File: config.mk
export PLATFORM = sky130hd
export DESIGN_NAME = ntt_feeder
export DESIGN_NICKNAME = d
export VERILOG_FILES = /design/src/rtl/ntt_feeder_pkg.sv /design/src/rtl/ntt_feed_buf.sv /design/src/rtl/ntt_feeder.sv
export SDC_FILE = /design/constraint.sdc
export NUM_CORES = 1
export LEC_CHECK = 0
export ABC_CLOCK_PERIOD_IN_PS = 4600
export CORE_AREA = 3 3 304 306
export CTS_CLUSTER_DIAMETER = 40
export CTS_CLUSTER_SIZE = 40
export DETAILED_ROUTE_END_ITERATION = 16
export DIE_AREA = 0 0 307 309
export PLACE_DENSITY = 0.66
export SYNTH_ARGS = -nofsm -noshare
export SYNTH_HDL_FRONTEND = slang
export SYNTH_SLANG_ARGS = --single-unit
File: constraint.sdc
create_clock -name clk -period 4.6 [get_ports clk]
set_input_delay 0.69 -clock clk [delete_from_list [all_inputs] [get_ports clk]]
set_output_delay 0.69 -clock clk [all_outputs]
set_load 0.01 [all_outputs]
File: src/rtl/ntt_feeder_pkg.sv
// Shared opcodes, FSM states and size helpers for the NTTN feeder.
package ntt_feeder_pkg;

  typedef enum logic [1:0] {
    OP_LOAD = 2'b00,
    OP_NTT  = 2'b01,
    OP_INTT = 2'b10,
    OP_RSVD = 2'b11
  } op_e;

  typedef enum logic [2:0] {
    IDLE,
    FILL,
    PULSE,
    BURST,
    GAP,
    START,
    WAIT,
    DRAIN
  } state_e;

  localparam int unsigned GAP_LEN     = 5;
  localparam int unsigned DRAIN_EXTRA = 10;

  // Twiddles per table (w and winv each).
  function automatic int unsigned calc_w_cnt(input int unsigned rd, input int unsigned pd);
    return (((1 << (rd - pd)) - 1) + pd) << pd;
  endfunction

  function automatic int unsigned calc_load_len(input int unsigned rd, input int unsigned pd);
    return 2 * calc_w_cnt(rd, pd) + 2;
  endfunction

  function automatic int unsigned calc_buf_depth(input int unsigned rd, input int unsigned pd);
    return ((1 << rd) > calc_load_len(rd, pd)) ? (1 << rd) : calc_load_len(rd, pd);
  endfunction

endpackage

File: src/rtl/ntt_feed_buf.sv
// Simple dual-port segment buffer; registered read port returns zero when not enabled.
module ntt_feed_buf #(
  parameter int unsigned DW    = 32,
  parameter int unsigned DEPTH = 34,
  parameter int unsigned AW    = 6
) (
  input  logic          clk,
  input  logic          reset,
  input  logic          wr_en,
  input  logic [AW-1:0] wr_addr,
  input  logic [DW-1:0] wr_data,
  input  logic          rd_en,
  input  logic [AW-1:0] rd_addr,
  output logic [DW-1:0] rd_data
);

  logic [DW-1:0] mem [DEPTH];

  always_ff @(posedge clk) begin
    if (wr_en) mem[wr_addr] <= wr_data;
  end

  // Read register doubles as the zero-filled din driver outside the burst.
  always_ff @(posedge clk or posedge reset) begin
    if (reset)      rd_data <= '0;
    else if (rd_en) rd_data <= mem[rd_addr];
    else            rd_data <= '0;
  end

endmodule

File: src/rtl/ntt_feeder.sv
// Host-to-NTTN sequencer: buffers a segment, then replays it as a stall-free burst.
module ntt_feeder
  import ntt_feeder_pkg::*;
#(
  parameter int unsigned DW = 32,
  parameter int unsigned RD = 4,
  parameter int unsigned PD = 1
) (
  input  logic          clk,
  input  logic          reset,
  input  logic          cmd_valid,
  output logic          cmd_ready,
  input  logic [1:0]    cmd_op,
  input  logic          s_valid,
  output logic          s_ready,
  input  logic [DW-1:0] s_data,
  output logic          busy,
  output logic          op_done,
  output logic          err,
  output logic          load_w,
  output logic          load_data,
  output logic          start,
  output logic          start_intt,
  output logic [DW-1:0] din,
  input  logic          done
);

  localparam int unsigned RING_SIZE = 1 << RD;
  localparam int unsigned LOAD_LEN  = calc_load_len(RD, PD);
  localparam int unsigned BUF_DEPTH = calc_buf_depth(RD, PD);
  localparam int unsigned DRAIN_LEN = RING_SIZE + DRAIN_EXTRA;
  localparam int unsigned AW        = $clog2(BUF_DEPTH);
  localparam int unsigned CW        = $clog2(BUF_DEPTH + DRAIN_LEN + 1);

  state_e        state, state_d;
  op_e           op, op_d;
  logic          loaded, loaded_set, reject, finish;
  logic          rd_en, wr_en;
  logic [AW-1:0] rd_addr;
  logic [CW-1:0] cnt, len;

  assign len       = (op == OP_LOAD) ? CW'(LOAD_LEN) : CW'(RING_SIZE);
  assign cmd_ready = (state == IDLE);
  assign s_ready   = (state == FILL);
  assign busy      = (state != IDLE);
  assign wr_en     = s_valid && (state == FILL);

  always_comb begin
    state_d    = state;
    op_d       = op;
    reject     = 1'b0;
    finish     = 1'b0;
    loaded_set = 1'b0;
    rd_en      = 1'b0;
    rd_addr    = '0;
    unique case (state)
      IDLE: begin
        if (cmd_valid) begin
          unique case (op_e'(cmd_op))
            OP_LOAD: begin
              op_d    = OP_LOAD;
              state_d = FILL;
            end
            OP_NTT, OP_INTT: begin
              if (loaded) begin
                op_d    = op_e'(cmd_op);
                state_d = FILL;
              end else begin
                reject = 1'b1;
              end
            end
            default: reject = 1'b1;
          endcase
        end
      end
      FILL:  if (wr_en && cnt == len - CW'(1)) state_d = PULSE;
      PULSE: begin
        rd_en   = 1'b1;
        state_d = BURST;
      end
      // Reads run one address ahead of din; the final burst cycle issues none so din falls to 0.
      BURST: begin
        if (cnt < len - CW'(1)) begin
          rd_en   = 1'b1;
          rd_addr = AW'(cnt + CW'(1));
        end else begin
          state_d = GAP;
        end
      end
      GAP: begin
        if (cnt == CW'(GAP_LEN - 1)) begin
          if (op == OP_LOAD) begin
            loaded_set = 1'b1;
            finish     = 1'b1;
            state_d    = IDLE;
          end else begin
            state_d = START;
          end
        end
      end
      START: state_d = WAIT;
      WAIT:  if (cnt != '0 && done) state_d = DRAIN;
      DRAIN: begin
        if (cnt == CW'(DRAIN_LEN - 1)) begin
          finish  = 1'b1;
          state_d = IDLE;
        end
      end
      default: state_d = IDLE;
    endcase
  end

  always_ff @(posedge clk or posedge reset) begin
    if (reset) begin
      state      <= IDLE;
      op         <= OP_LOAD;
      loaded     <= 1'b0;
      cnt        <= '0;
      load_w     <= 1'b0;
      load_data  <= 1'b0;
      start      <= 1'b0;
      start_intt <= 1'b0;
      op_done    <= 1'b0;
      err        <= 1'b0;
    end else begin
      state      <= state_d;
      op         <= op_d;
      if (loaded_set) loaded <= 1'b1;
      // Counter restarts on every state change; WAIT only needs to know it is past its first cycle.
      if (state_d != state)  cnt <= '0;
      else if (state == WAIT) cnt <= CW'(1);
      else if (state == FILL) begin
        if (wr_en) cnt <= cnt + CW'(1);
      end else if (state != IDLE) cnt <= cnt + CW'(1);
      load_w     <= (state_d == PULSE) && (op_d == OP_LOAD);
      load_data  <= (state_d == PULSE) && (op_d != OP_LOAD);
      start      <= (state_d == START) && (op_d == OP_NTT);
      start_intt <= (state_d == START) && (op_d == OP_INTT);
      op_done    <= finish;
      err        <= reject;
    end
  end

  ntt_feed_buf #(
    .DW    (DW),
    .DEPTH (BUF_DEPTH),
    .AW    (AW)
  ) u_buf (
    .clk     (clk),
    .reset   (reset),
    .wr_en   (wr_en),
    .wr_addr (AW'(cnt)),
    .wr_data (s_data),
    .rd_en   (rd_en),
    .rd_addr (rd_addr),
    .rd_data (din)
  );

endmodule

==> flow_summary.yaml <==
outcome:
  status: "finished clean"
synth:
  synth_top_area_cell: "edfxtp_1"
  synthAdderAreaFrac_pct: 0.196
  synth-edff-count: 1088
  yosysSeqAreaShare_pct: 75.7
  ys.warnings.count: 0
  ys_ff_latch: 1138
  async_flop_share_pct: 4.39
  synth_xor_area_share_pct: 0.117
  synth-compound-area-share_pct: 11.2
  synthFlopType: "edfxtp_1"
  synth-simple-area-share_pct: 5.90
  syn_nets: 2928
  yosys-top-cells-count: "edfxtp_1 (1088), nand2_1 (300), o21ai_0 (163)"
  syn-cell-area_mm2: 0.0448
  synthMuxAreaShare_pct: 4.84
  yosysMostFrequentCell: "edfxtp_1"
  syn_avg_cell_area_um2: 15.5
  synth_top_cell_area_share_pct: 73.0
  synth_top_family_by_area: "compound AO/OA/AOI/OAI gates"
  synthCells: 2882
  netlist_top_cells_area: "edfxtp_1 (73%), dfrtp_1 (2.8%), nand2_1 (2.5%)"
  yosysUniqueCellTypes: 63
min_path:
  holdPathStages: 2
  hp-class: "flop to flop"
power_and_ir_drop:
  p_leak_nw: 17.0
  power_density_mw_per_mm2: 600
  max-vdd-ir-drop_mv: 0.567
worst_setup_path:
  regToRegSetupSlack_ns: 0.68
  crit_required_ns: 5.16
  path_class: "flop to flop"
  crit_path_max_incr_delay_ns: 0.77
  path_buf_inv: 2
  crit_top_cell: "a211o_1"
  end_kind: "flop"
  reg2reg_to: "u_buf.rd_data[29]"
  endpoint: "u_buf.rd_data[29]"
  cp_top_family: "compound AO/OA/AOI/OAI gates"
  worstPathArrival_ns: 4.47
  r2r_start: "op[1]"
  slowest_stage: "a2111oi_0"
  worstRegToRegCells: 11
  cp-start-kind: "flop"
  cp_cell_sequence: "or2_2 -> inv_1 -> ha_1 -> a21oi_1 -> a211o_1 -> o211a_4 -> a21oi_4 -> buf_4 -> a211o_1 -> a2111oi_0 -> a31oi_1"
  path_max_fanout: 30
  worstSetupStartpoint: "op[1]"
  path_depth: 11
detailed_routing:
  wl_per_cell_um: 29.9
  initialDrtViolationCount: 3698
  finalWirelength_um: 128000
  drc: 0
  dr.pass1.iters: 6
  ant_nets: 0
  vias: 27700
  via_per_inst: 6.47
sta:
  drv_slew: 0
  setup_viol: 0
  setup_ws_ns: 0.680
  rsz0062_at_grt: "false"
  finalCritPeriodShare_pct: 85.2
  finalHoldViolCount: 0
  min_period_ns: 3.92
  max-slew-margin-rel_pct: 14.7
  worst_slew_pin_slew_ns: 1.28
  finalSetupTns_ns: 0
  max_freq_mhz: 255
  fin_worst_skew_ns: 0.0468
floorplanning:
  std_cell_rows: 110
  dieArea_mm2: 0.0949
  coreArea_mm2: 0.0899
  start_util_pct: 49.8
  ios: 80
  dieWidth_um: 307
  chipHeight_um: 309
placed_design:
  port_buffers: 79
  preCtsSetupSlack_ns: 0.773
  hpwl_um: 72200
  globalplace.congestion: 0.854
cells_and_area:
  finalNetCount: 3045
  regArea_mm2: 0.0339
  drive_gt1_share_pct: 16.9
  multiInputGateArea_mm2: 0.0103
  syn_to_final_growth_pct: 17.3
  fill_cells: 6579
clock_tree:
  worstSkewPairLatency_ns: 0.75
  htree_levels: 4
  clkTransAtPathRegs_ns: 0.06
  post_cts_resized: 0
  clock-root-buffer: "clkbuf_16"
  clock_path_buffers: 3
  numCtsBuffers: 135
  post_cts_buffers: 0
  clock_sinks: 1138
  cts_hold_buf: 0
  cts_tree: "built"
global_route:
  grt_max_degree: 158
  gr-total-overflow: 0
  grt_pass1_wl_um: 185000
  antenna_found_initial: 5
  grtUsageTotal_pct: 26.9
  grt_pass1_vias: 27200
flow_run:
  cap_violations: 0
==> layout make-up <==
| type | count | area share (%) |
|---|---|---|
| sequential | 1138 | 64.6 |
| multi-input combinational | 1516 | 19.7 |
| clock buffer | 152 | 6.73 |
| timing repair buffer | 196 | 3.87 |
| tap | 1176 | 2.80 |
| clock inverter | 97 | 2.24 |
| inverter | 12 | 0.0953 |
| antenna | 2 | 0.00953 |
==> metrics by stage <==
step	area [µm²]	power [W]	cells	hold WS, ns	util (%)
after detailed placement	47800	0.0206	4038	0.536	53.2
after floorplan	44800	0.0173	2882	0.476	-
after global placement	47800	0.0205	4038	0.498	53.2
after CTS	52500	0.0315	4287	0.527	58.5
final	52500	0.0315	4289	0.540	58.5
after global routing	52500	0.0327	4287	0.560	58.5
==> report_power, final <==
part	internal, W	total, W	switching (W)
Sequential	0.0116	0.0119	0.000251
Combinational	0.00280	0.00867	0.00588
Clock	0.00650	0.0110	0.00448
==> cells by family after synthesis <==
kind of cell | after synthesis
AND/OR/NAND/NOR | 593
XOR/XNOR | 6
flip-flops | 1138
buffers and inverters | 228
AO/OA/AOI/OAI | 744
multiplexers | 166
adder cells (fa/ha/maj) | 7
==> how the worst min path moves through the flow <==
stage / end / start
after floorplan: loaded / loaded
after global placement: loaded / loaded
after detailed placement: u_buf.rd_data[30] / u_buf.mem[32][30]
after CTS: u_buf.rd_data[17] / reset
after global routing: u_buf.rd_data[30] / u_buf.mem[32][30]
final: u_buf.rd_data[30] / u_buf.mem[32][30]
==> layout by cell type (no fill, tap or decap), drive strengths merged, types with 17 or more instances in the layout <==
master	count
inv	44
o2111ai	31
clkinv	39
clkdlybuf4s50	79
or3	36
mux4	34
nor2	92
mux2i	69
a221o	31
clkbuf	152
a211oi	49
edfxtp	1088
nand3	71
buf	117
mux2	63
a31oi	157
a22oi	36
a2111oi	17
a32oi	31
a21oi	132
o221a	26
o21ai	164
nand2	301
a211o	29
dfrtp	50
and2	51
==> registers in the layout (all words and copies together) (netlist names) <==
| signal | count |
|---|---|
| err | 1 |
| load_data | 1 |
| start_intt | 1 |
| state | 3 |
| cnt | 6 |
| start | 1 |
| load_w | 1 |
| u_buf.mem | 1088 |
| op_done | 1 |
| op | 2 |
| loaded | 1 |
| u_buf.rd_data | 32 |
==> tightest hold or removal path, stage by stage, from the launching register on <==
cell and delay, ns:
edfxtp_1 0.32, o221ai_1 0.12, o41ai_1 0.07
==> routing by layer <==
| metal | track usage, % | wire length (µm) |
|---|---|---|
| met1 | 35.9 | 49600 |
| met2 | 43.4 | 60600 |
| met3 | 5.15 | 12000 |
| met4 | 12.2 | 5840 |
| met5 | 0 | 18 |
Power figures use the tool's default switching activity.
